**config.mk**
```make
export PLATFORM = sky130hd
export DESIGN_NAME = alu_exec
export DESIGN_NICKNAME = d
export VERILOG_FILES = /design/src/rtl/alu_exec.sv
export SDC_FILE = /design/constraint.sdc
export NUM_CORES = 1
export LEC_CHECK = 0
export BUFFER_PORTS_ARGS = -buffer_cell sky130_fd_sc_hd__buf_2
export CORE_ASPECT_RATIO = 1.4
export CORE_MARGIN = 5
export CORE_UTILIZATION = 25
export CTS_CLUSTER_SIZE = 16
export DETAILED_ROUTE_END_ITERATION = 10
export PLACE_DENSITY = 0.38
export SYNTH_ARGS = -nofsm -noshare
export SYNTH_HDL_FRONTEND = slang
export SYNTH_SLANG_ARGS = --single-unit
```
**constraint.sdc**
```tcl
create_clock -name clk -period 5.1 [get_ports clk]
set_input_delay 0.51 -clock clk [delete_from_list [all_inputs] [get_ports clk]]
set_output_delay 0.51 -clock clk [all_outputs]
set_load 0.05 [all_outputs]
```
**src/rtl/alu_exec.sv**
```systemverilog
// alu_exec: 16-bit execute stage with registered result/flags.
// Single-cycle ALU ops plus a 16-step shift-add multiplier with busy stall.
module alu_exec (
  input  logic        clk,
  input  logic        rst,
  input  logic        en_in,
  input  logic [15:0] alu_a,
  input  logic [15:0] alu_b,
  input  logic [3:0]  alu_func,
  output logic [15:0] alu_out,
  output logic        zf,
  output logic        nf,
  output logic        cf,
  output logic        vf,
  output logic        en_out,
  output logic        busy
);

  typedef enum logic [0:0] {
    IDLE,
    MUL
  } state_t;

  localparam logic [3:0] F_ADD = 4'd0;
  localparam logic [3:0] F_SUB = 4'd1;
  localparam logic [3:0] F_AND = 4'd2;
  localparam logic [3:0] F_OR  = 4'd3;
  localparam logic [3:0] F_XOR = 4'd4;
  localparam logic [3:0] F_NOT = 4'd5;
  localparam logic [3:0] F_SHL = 4'd6;
  localparam logic [3:0] F_SHR = 4'd7;
  localparam logic [3:0] F_SAR = 4'd8;
  localparam logic [3:0] F_MOV = 4'd9;
  localparam logic [3:0] F_CMP = 4'd10;
  localparam logic [3:0] F_MUL = 4'd11;

  state_t      state;
  state_t      state_nx;
  logic [31:0] mcand;
  logic [15:0] mplier;
  logic [31:0] acc;
  logic [4:0]  cnt;

  logic [16:0] sum;
  logic [16:0] diff;
  logic [31:0] shl_t;
  logic [16:0] shr_t;
  logic [16:0] sar_t;
  logic [15:0] r;
  logic        c;
  logic        v;
  logic        wr_out;
  logic        wr_flg;
  logic [31:0] acc_step;
  logic        mul_last;
  logic        accept;
  logic        start_mul;

  assign busy      = (state == MUL);
  assign accept    = en_in && (state == IDLE);
  assign start_mul = accept && (alu_func == F_MUL);
  assign mul_last  = (cnt == 5'd1);
  assign acc_step  = acc + (mplier[0] ? mcand : 32'd0);

  // A zero appended below the LSB catches the last bit shifted out.
  assign sum   = {1'b0, alu_a} + {1'b0, alu_b};
  assign diff  = {1'b0, alu_a} - {1'b0, alu_b};
  assign shl_t = {16'd0, alu_a} << alu_b[3:0];
  assign shr_t = {alu_a, 1'b0} >> alu_b[3:0];
  assign sar_t = $signed({alu_a, 1'b0}) >>> alu_b[3:0];

  always_comb begin
    r      = alu_a;
    c      = 1'b0;
    v      = 1'b0;
    wr_out = 1'b1;
    wr_flg = 1'b1;
    unique case (alu_func)
      F_ADD: begin
        r = sum[15:0];
        c = sum[16];
        v = (alu_a[15] == alu_b[15]) && (r[15] != alu_a[15]);
      end
      F_SUB, F_CMP: begin
        r      = diff[15:0];
        c      = diff[16];
        v      = (alu_a[15] != alu_b[15]) && (r[15] != alu_a[15]);
        wr_out = (alu_func == F_SUB);
      end
      F_AND: r = alu_a & alu_b;
      F_OR:  r = alu_a | alu_b;
      F_XOR: r = alu_a ^ alu_b;
      F_NOT: r = ~alu_a;
      F_SHL: begin
        r = shl_t[15:0];
        c = shl_t[16];
      end
      F_SHR: begin
        r = shr_t[16:1];
        c = shr_t[0];
      end
      F_SAR: begin
        r = sar_t[16:1];
        c = sar_t[0];
      end
      F_MOV: r = alu_b;
      default: wr_flg = 1'b0;
    endcase
  end

  always_ff @(posedge clk) begin
    if (!rst) state <= IDLE;
    else      state <= state_nx;
  end

  always_comb begin
    state_nx = state;
    unique case (state)
      IDLE:    if (start_mul) state_nx = MUL;
      MUL:     if (mul_last)  state_nx = IDLE;
      default: state_nx = IDLE;
    endcase
  end

  always_ff @(posedge clk) begin
    if (!rst) begin
      alu_out <= 16'd0;
      zf      <= 1'b0;
      nf      <= 1'b0;
      cf      <= 1'b0;
      vf      <= 1'b0;
      en_out  <= 1'b0;
      mcand   <= 32'd0;
      mplier  <= 16'd0;
      acc     <= 32'd0;
      cnt     <= 5'd0;
    end else begin
      en_out <= 1'b0;
      if (start_mul) begin
        mcand  <= {16'd0, alu_a};
        mplier <= alu_b;
        acc    <= 32'd0;
        cnt    <= 5'd16;
      end else if (accept) begin
        if (wr_out) alu_out <= r;
        if (wr_flg) begin
          zf <= (r == 16'd0);
          nf <= r[15];
          cf <= c;
          vf <= v;
        end
        en_out <= 1'b1;
      end else if (busy) begin
        acc    <= acc_step;
        mcand  <= mcand << 1;
        mplier <= mplier >> 1;
        cnt    <= cnt - 5'd1;
        if (mul_last) begin
          alu_out <= acc_step[15:0];
          zf      <= (acc_step[15:0] == 16'd0);
          nf      <= acc_step[15];
          cf      <= |acc_step[31:16];
          vf      <= 1'b0;
          en_out  <= 1'b1;
        end
      end
    end
  end

endmodule

```
# Word-level counts from Yosys, hierarchy flattened
# Index checks and enable logic that the tools add are counted.
word_totals:
  register_bits: 107
  input_bits: 39
op_classes:
  add_sub_neg: 4
  eq_ne: 19
  n_shift: 3
  mux: 41
  n_bitwise: 8
  reduce_logical: 18
ops:
  columns: ["cell", "n"]
  rows:
  - ["16-bit two-way mux", 10]
  - ["16-bit case mux with 10 select lines", 1]
  - ["32-bit adder", 1]
  - ["16-bit logical NOT", 2]
  - ["32-bit two-way mux", 1]
  - ["1-bit two-way mux", 23]
  - ["16-bit by 16-bit adder with 17-bit output", 1]
  - ["16-bit by 4-bit left shift with 17-bit output", 1]
  - ["17-bit by 4-bit right shift with 17-bit output", 1]
  - ["17-bit by 4-bit >>> shifter with 17-bit output", 1]
  - ["16-bit by 16-bit subtractor with 17-bit output", 1]
  - ["16-bit AND", 1]
  - ["4-bit by 3-bit equality test with 1-bit output (second input constant)", 4]
  - ["4-bit equality test (second input constant)", 4]
  - ["16-bit NOT", 1]
  - ["16-bit OR", 1]
  - ["16-bit OR reduction", 1]
  - ["16-bit XOR", 1]
  - ["5-bit two-way mux", 3]
  - ["11-bit OR reduction", 1]
  - ["4-bit by 2-bit equality test with 1-bit output (second input constant)", 2]
  - ["4-bit AND reduction", 2]
  - ["2-bit nonzero test", 3]
  - ["5-bit by 1-bit equality test with 1-bit output (second input constant)", 1]
  - ["other kinds (13)", 25]

# Depth between registers and ports, before layout
# Gate-level depths: netlist of the first run.
depth:
  depth_word: 6
  ltp_mapped: 16
  mapped_depth_nobuf: 14

# Worst setup path after synthesis of the first run
# No wires, ideal clock.
synth_timing:
  kind: "input to register"
  from: "input port alu_b[2]"
  to: "register vf"
  setup_time_ns: 0.092
  arrival_ns: 3.746
  setup_slack_ns: 1.261
  stages: 13
  n_path_buf: 4
  path_cell_list: "clkbuf_1 -> inv_2 -> clkbuf_1 -> buf_1 -> ha_1 -> buf_2 -> o21a_1 -> a211oi_1 -> or4_1 -> a2111oi_0 -> o21ai_0 -> mux4_2 -> o32ai_1"
synth_between:
  elab_chain_cells: 6
  word_cells_on_any_way: 9
  classes_between: "add/sub (2); eq/ne (2); mux (3); reduce/logical (2)"
synth_rtl:
  columns: ["item", "line_no", "rtl"]
  rows:
  - ["from (decl)", "8", "input logic [15:0] alu_b,"]
  - ["16-bit by 16-bit subtractor with 17-bit output / 16-bit by 16-bit adder with 17-bit output (equally long branches)", "67, 66", null]
  - ["1-bit inequality test (on tied branches)", "87, 82", null]
  - ["1-bit logical AND (on tied branches)", "87, 82", null]
  - ["1-bit case mux with 2 select lines (*)", "78", "unique case (alu_func)"]
  - ["1-bit two-way mux (*)", "146", "if (wr_flg) begin"]
  - ["1-bit two-way mux (*)", "144", "end else if (accept) begin"]
  - ["to (signal assigned)", "150", "vf <= v;"]
  - ["to (decl)", "14", "output logic vf,"]
# Mark *: on every way between the ends. The rest lies on a longest branch, timed or not. The select of a mux whose other input is x is not followed.
# A chain may end at the register's enable or synchronous reset.

# Final worst setup path of the first run
layout_timing:
  from: "input port alu_b[1]"
  to: "register alu_out[15]"
layout_between:
  elab_chain_cells: 4
  word_cells_on_any_way: 8
  classes_between: "add/sub (2); shift (3); mux (3)"
layout_rtl:
  columns: ["item", "line_no", "rtl"]
  rows:
  - ["16-bit by 16-bit subtractor with 17-bit output (tied with other cells)", "67", "assign diff = {1'b0, alu_a} - {1'b0, alu_b};"]
  - ["16-bit case mux with 10 select lines (*)", "78", null]
  - ["16-bit two-way mux (*)", "145", "if (wr_out) alu_out <= r;"]
  - ["16-bit two-way mux (*)", "144", null]
  - ["to (signal assigned)", "145", null]
  - ["to (signal assigned)", "159", "alu_out <= acc_step[15:0];"]
  - ["to (decl)", "10", "output logic [15:0] alu_out,"]
# Marked as above.

==> results of run 1 <==
## cell families (layout without fill, tap and decap cells)
| family | Yosys count | in the layout | share of synthesized area [%] |
|---|---|---|---|
| AO/OA/AOI/OAI | 472 | 472 | 29.09 |
| flip-flops | 107 | 107 | 19.56 |
| multiplexers | 104 | 104 | 10.82 |
| AND/OR/NAND/NOR | 469 | 469 | 20.96 |
| buffers and inverters | 176 | 179 | 6.273 |
| XOR/XNOR | 38 | 38 | 3.039 |
| adder cells (fa/ha/maj) | 88 | 88 | 10.26 |
## synthesized netlist by cell type (8+ instances only)
library cell	count
o211ai_1	22
o221ai_1	9
xor2_1	14
o21a_1	11
inv_1	62
a211oi_1	33
mux2_2	21
a22oi_1	38
a21o_1	17
and3_1	13
nand2_1	102
ha_1	85
nand2b_1	13
o21ai_0	81
o22ai_1	12
and2_1	41
a31oi_1	20
nor2b_1	17
buf_2	15
dfxtp_1	107
a21oi_1	121
mux4_2	9
clkbuf_1	89
or3_1	11
a311oi_1	9
nor3_1	33
mux2i_1	73
nor2_1	167
o21bai_1	8
xnor2_1	24
nand3_1	19
## worst min-delay path by stage
stage                                    to  slack, ns  depth (start not counted)
floorplan           mplier[10]$_SDFFE_PN0P_       0.44                          2
CTS                 mplier[14]$_SDFFE_PN0P_       0.45                          3
detailed placement   mplier[6]$_SDFFE_PN0P_       0.45                          2
global route         mplier[5]$_SDFFE_PN0P_       0.48                          2
finish               mplier[6]$_SDFFE_PN0P_       0.46                          2
global placement     mplier[6]$_SDFFE_PN0P_       0.44                          2
## placed cells by master (no fill, tap or decap), types with 21 or more instances in the layout
cell        n
nor2_1    166
a21oi_1   121
dfxtp_1   106
nand2_1   102
ha_1       85
o21ai_0    81
mux2i_1    73
inv_1      62
buf_2      60
and2_1     41
a22oi_1    38
buf_4      38
a211oi_1   33
nor3_1     31
xnor2_1    24
o211ai_1   22
mux2_2     21
## tightest hold or removal path: cells and delay by family, from the launching register on
| kind | cells | cell delay (ns) |
|---|---|---|
| AO/OA/AOI/OAI | 1 | 0.05 |
| flip-flops | 1 | 0.32 |
| AND/OR/NAND/NOR | 1 | 0.05 |
## routing by layer
metal	GRT usage [%]	up-vias
met5	0	-
met4	8.303	0
met3	1.837	98
met2	36.56	369
met1	22.62	5582
li1	-	5367
## power by group
group          internal, mW  switching (mW)  leakage [nW]
clock network         0.358           0.403         0.153
logic                 0.243           0.533          3.82
registers             0.853          0.0136         0.868
total                  1.45           0.949          4.84
## sequential cells by signal (all words and copies together), names as in the netlist
name     count
alu_out     16
nf           1
busy         1
vf           1
cnt          5
zf           1
acc         32
mcand       32
mplier      16
en_out       1
cf           1
## final cells by class
| type | count | area, um^2 |
|---|---|---|
| fillers | 4850 | 31110 |
| clock inverters | 7 | 86.33 |
| repair buffers | 98 | 585.6 |
| flip-flops and latches | 107 | 2146 |
| multi-input cells | 1171 | 8158 |
| well taps | 552 | 690.7 |
| inverters | 65 | 244.0 |
| clock buffers | 9 | 225.2 |
==> flow_summary_export.csv, run 1 <==
group,metric,value,unit
route,topRoutingLayerUsed,"met4",
clock_network,clockRootBuffer,"clkbuf_16",
sta,setup_viol_count_final,0,
placement,place_area,11820,um^2
grt,track_usage,19.54,%
final_layout,layout.nets,1579,
placement,dp_slack,0.6606,ns
synth,yosysUniqueCellTypes,85,
synth,ys.flop_type,"dfxtp_1",
placement,place_inst,1993,
die,core_area,43240,um^2
worst_hold_path,hold_start,"mplier[6]$_SDFFE_PN0P_",
critical_path,worst_path_most_repeated_cell,"nand2_1",
clock_network,clock_path_buffers,2,
critical_path,required,5.36,ns
critical_path,slowest_delay,0.83,ns
critical_path,cp_slowest_cell,"a2111oi_0",
sta,fmax,0.2464,GHz
sta,finalCriticalPeriod,4.059,ns
grt,grt_pass1_vias,11350,
run_status,status,"complete, no violations",
die,dieHeight,257.6,um
clock_network,clock_latency,0.38,ns
clock_network,post_cts_resized,0,
power_and_ir_drop,p_leak,4.839,nW
clock_network,clock-sinks,107,
synth,yosysSeqAreaShare,19.56,%
final_layout,fin_cells,2009,
die,num_rows,90,
critical_path,path_max_fanout,14,
worst_hold_path,hold_path.class,"reg -> reg",
route,wl_met1,19770,um
placement,numPortBuffers,60,
sta,fin_tns_setup,0,ns
route,firstDrtPassIters,5,
die,dieArea,48150,um^2
clock_network,hold_buffers,0,
die,die_width,186.9,um
synth,synthTopCellsByArea,"dfxtp_1, ha_1, mux2i_1, nor2_1, a21oi_1",
critical_path,path_delay_family,"compound AO/OA/AOI/OAI gates",
critical_path,crit_end,"alu_out[15]$_SDFFE_PN0P_",
synth,synth-edff-count,0,
critical_path,critPathLaunchType,"primary input",
critical_path,r2r_start,"mplier[0]$_SDFFE_PN0P_",
job,cap_violations,0,
clock_network,cts_setup_buffers,0,
route,vias_per_cell,5.682,
sta,min_period_over_period,79.58,%
route,drtIter0Drc,825,
synth,async_flop_share,0,%
sta,rsz0062_at_grt,"no",
die,io_pins,61,
route,dr_wl_met3,1759,um
critical_path,path_cells,"buf_2, inv_1, ha_1, a211o_1, a211oi_1, or4_1, a2111oi_0, or3_1, a32oi_1, o22ai_1, nand2_1, nand2_1, a21oi_1",
sta,fin_ws,1.041,ns
synth,syn_inst,1454,
critical_path,cp.arrival,4.32,ns
critical_path,worstSetupPathType,"in -> reg",
clock_network,cts_max_level,3,
clock_network,cts_tree,"yes",
power_and_ir_drop,peakVddDrop,0.1313,mV
clock_network,cts_buffers,9,
route,wire_per_inst,24.50,um
sta,maxSlewViolCount,0,
critical_path,cp_num_buf_inv,2,
sta,finClkSkew,0.01576,ns
critical_path,worstSetupEndpointType,"register",
die,start_util,25.32,%
final_layout,post-route-util,28.06,%
critical_path,cp.depth,13,
sta,slew_headroom,37.80,%
critical_path,timing.rr.end,"cf$_SDFFE_PN0P_",
synth,syn-cell-area,10950,um^2
synth,synth_seq_cells,107,
final_layout,syn_to_final_growth,10.82,%
power_and_ir_drop,power.total,2.404,mW
final_layout,drive_gt1_share,11.53,%
final_layout,diodes,0,
synth,yosysTopAreaCell,"dfxtp_1",
final_layout,fin_area,12140,um^2
synth,synthesis.nets,1581,
route,wl_met2,25470,um
sta,hold_viol,0,
critical_path,rr_worst_depth,13,
grt,grt_pass1_wl,73370,um
placement,gp_congestion,0.9187,
sta,tightest_slew,0.9094,ns
sta,holdWs,0.4586,ns
grt,gr-total-overflow,0,
synth,syn_area_per_cell,7.531,um^2
power_and_ir_drop,power_density,198.1,nW/um^2
synth,yosys_warnings,0,
route,final_antenna_net_count,0,
synth,netlist.area_leader.share,19.56,%
clock_network,clk_pin_slew_worst_paths,0.09,ns
critical_path,r2r_setup_slack,1.05,ns
route,drc,0,
critical_path,startpoint,"alu_b[1]",
grt,grt_max_degree,53,
placement,hpwl,37960,um
route,vias,11420,
route,wl,49220,um
grt,grt_antenna_before_repair,0,
Note: power is estimated with default switching activity, not from simulation.
==> run 2, diff against run 1 <==
- ABC_AREA: default -> 1
- PLACE_DENSITY: 0.38 -> 0.4
- clock period: 5.1 -> 3.38 ns (I/O delays scaled with it)
==> run 2 against run 1 <==
  * Setup slack worse by 0.82 ns
  * Global-route usage is 2.5 points higher
  * Non-clock buffer count is 29 higher
  * Critical endpoint is now cf$_SDFFE_PN0P_
==> flow_summary_export.csv, run 2 <==
group,metric,value,unit
clock_network,clk_pin_slew_worst_paths,0.09,ns
clock_network,cts_setup_buffers,0,
sta,slew_headroom,25.53,%
synth,yosysMostFrequentCell,"nand2_1",
sta,fmax,0.3169,GHz
sta,finalCriticalPeriod,3.156,ns
synth,yosysTopAreaCell,"nand2_1",
clock_network,clockRootBuffer,"clkbuf_16",
route,firstDrtPassIters,5,
synth,yosysSeqAreaShare,19.25,%
power_and_ir_drop,power.total,3.689,mW
critical_path,worstSetupEndpointType,"register",
final_layout,final_cell_mix,"nand2_1, nor2_1, inv_1, nand3_1, a21oi_1",
power_and_ir_drop,p_int,2.216,mW
synth,async_flop_share,0,%
final_layout,diodes,0,
synth,yosysUniqueCellTypes,40,
synth,synth-edff-count,0,
sta,maxSlewViolCount,0,
worst_hold_path,hold_path.class,"in -> reg",
synth,synthesis.nets,2094,
power_and_ir_drop,switching_share,39.91,%
synth,syn-cell-area,11130,um^2
synth,yosys_warnings,0,
grt,grt_pass1_vias,12940,
final_layout,layout.nets,2156,
die,die_width,188.3,um
critical_path,critPathLaunchType,"register",
power_and_ir_drop,clkPwrFrac,32.0,%
synth,synthMuxAreaShare,0,%
placement,hpwl,45790,um
synth,ys.flop_type,"dfxtp_1",
critical_path,r2r_start,"mplier[0]$_SDFFE_PN0P_",
sta,finClkSkew,0.02063,ns
critical_path,r2r_setup_slack,0.22,ns
critical_path,rr_worst_depth,16,
clock_network,cts_max_level,3,
critical_path,worstSetupPathType,"reg -> reg",
synth,synthTopCellsByArea,"nand2_1, dfxtp_1, ha_1, nand3_1, nor2_1",
die,dieHeight,259.6,um
power_and_ir_drop,power_frac_seq,35.7,%
route,vias_per_cell,5.063,
critical_path,cp_slowest_cell,"o21ai_0",
power_and_ir_drop,power_density,291.7,nW/um^2
final_layout,fin_cells,2592,
die,io_pins,61,
grt,gr-total-overflow,0,
synth,syn_area_per_cell,5.657,um^2
clock_network,cts_tree,"yes",
route,wl,55150,um
power_and_ir_drop,pwr-share-comb,32.3,%
final_layout,drive_gt1_share,8.063,%
placement,numPortBuffers,60,
synth,netlist.area_leader.share,20.85,%
final_layout,largestRegisters,"acc (32), mcand (32)",
sta,min_period_over_period,93.37,%
power_and_ir_drop,p_leak,6.466,nW
sta,tightest_slew,1.117,ns
synth,yosys-top-cells-count,"nand2_1, nor2_1, inv_1",
synth,synth_top_family_by_area,"simple AND/OR/NAND/NOR gates",
critical_path,cp.depth,16,
clock_network,clock-sinks,107,
grt,grt_pass1_wl,81590,um
route,drc,0,
critical_path,required,3.65,ns
clock_network,clock_latency,0.39,ns
grt,grt_antenna_before_repair,0,
power_and_ir_drop,power.switching,1.472,mW
worst_hold_path,min_path_cells,3,
synth,syn_inst,1967,
route,drtIter0Drc,798,
die,dieArea,48890,um^2
die,num_rows,91,
worst_hold_path,worstHoldEndpoint,"mplier[13]$_SDFFE_PN0P_",
final_layout,mostFrequentLayoutCell,"nand2_1",
die,core_area,44060,um^2
critical_path,path_max_fanout,24,
run_status,status,"complete, no violations",
synth,synth_compound_area_share,15.93,%
synth,synthXorXnorAreaFrac,1.968,%
worst_hold_path,hold_start,"alu_b[13]",
grt,track_usage,22.02,%
critical_path,cp_num_buf_inv,2,
sta,rsz0062_at_grt,"no",
critical_path,path_delay_family,"simple AND/OR/NAND/NOR gates",
final_layout,syn_to_final_growth,13.62,%
synth,synthSimpleGateAreaFrac,41.83,%
critical_path,timing.rr.end,"cf$_SDFFE_PN0P_",
final_layout,fill_cells,5143,
route,final_antenna_net_count,0,
critical_path,path_cells,"buf_12, nand2_1, inv_1, ha_1, nand2_1, nor2_1, nand2_1, o21ai_0, nand2_1, nand2_1, xor2_1, nand2_1, nor2_1, nand3_1, nand2_1, a21oi_1",
power_and_ir_drop,peakVddDrop,0.2035,mV
critical_path,slowest_delay,0.45,ns
grt,grt_max_degree,99,
synth,yosys.area_share.adder,10.10,%
placement,gp_congestion,1.029,
synth,synth_seq_cells,107,
placement,place_area,12330,um^2
clock_network,clock_path_buffers,2,
route,wire_per_inst,21.28,um
clock_network,cts_buffers,9,
final_layout,post-route-util,28.69,%
final_layout,fin_area,12640,um^2
critical_path,worst_path_most_repeated_cell,"nand2_1",
sta,setup_viol_count_final,0,
die,start_util,25.25,%
route,vias,13120,
sta,hold_viol,0,
critical_path,cp.arrival,3.42,ns
sta,fin_tns_setup,0,ns
placement,place_inst,2576,
job,cap_violations,0,
run 2: kinds of logic after synthesis:
| family | after synthesis |
|---|---|
| AO/OA/AOI/OAI | 302 |
| XOR/XNOR | 25 |
| adder cells (fa/ha/maj) | 88 |
| buffers and inverters | 312 |
| flip-flops | 107 |
| AND/OR/NAND/NOR | 1133 |
run 2: how the worst max path moves through the flow:
stage,from,to,slack [ns]
6_report,mplier[0]$_SDFFE_PN0P_,cf$_SDFFE_PN0P_,0.22
2_1_floorplan,mplier[0]$_SDFFE_PN0P_,cf$_SDFFE_PN0P_,0.67
3_5_place_dp,mplier[0]$_SDFFE_PN0P_,cf$_SDFFE_PN0P_,0.21
5_1_grt,mplier[0]$_SDFFE_PN0P_,cf$_SDFFE_PN0P_,0.04
3_3_place_gp,mplier[0]$_SDFFE_PN0P_,cf$_SDFFE_PN0P_,0.19
4_1_cts,mplier[0]$_SDFFE_PN0P_,cf$_SDFFE_PN0P_,0.18
run 2: routing by layer:
layer	track usage [%]	vias up	share of wire, %
met5	0	-	0
met1	23.02	6107	37
li1	-	6484	-
met4	13.93	0	7.3
met3	2.685	136	3.9
met2	41.46	397	52
run 2: power by group through the flow:
stage,sequential (mW),combinational [mW],clock [mW]
3_5_place_dp,1.35,1.18,0
6_report,1.32,1.19,1.18
2_1_floorplan,1.40,0.647,0
5_1_grt,1.32,1.30,1.26
4_1_cts,1.32,1.18,1.22
3_3_place_gp,1.35,1.19,0
run 2: repair_timing:
action	4_1_cts	5_1_grt
resized for setup	0	3
hold buffers	0	0
endpoints found under the setup margin	0	3
run 2: area by class of cell:
cell class	instances	area [um^2]	area share (%)
tap	558	698.2	5.522
inverter	236	885.9	7.006
sequential	107	2147	16.98
timing repair buffer	127	815.8	6.452
clock buffer	9	225.2	1.781
multi-input combinational	1548	7790	61.61
clock inverter	7	81.33	0.6432
run 2: through the flow:
step                      hold WS, ns  worst slack, ns
after floorplan                0.4410           0.6687
after global placement         0.4530           0.1943
after detailed placement       0.4545           0.2124
after CTS                      0.2906           0.1766
after global routing           0.3197          0.04466
final                          0.3015           0.2240
run 2: worst min-delay path: stages:
cell and delay, ns:
buf_2 0.12, a22oi_1 0.07, a21oi_1 0.11
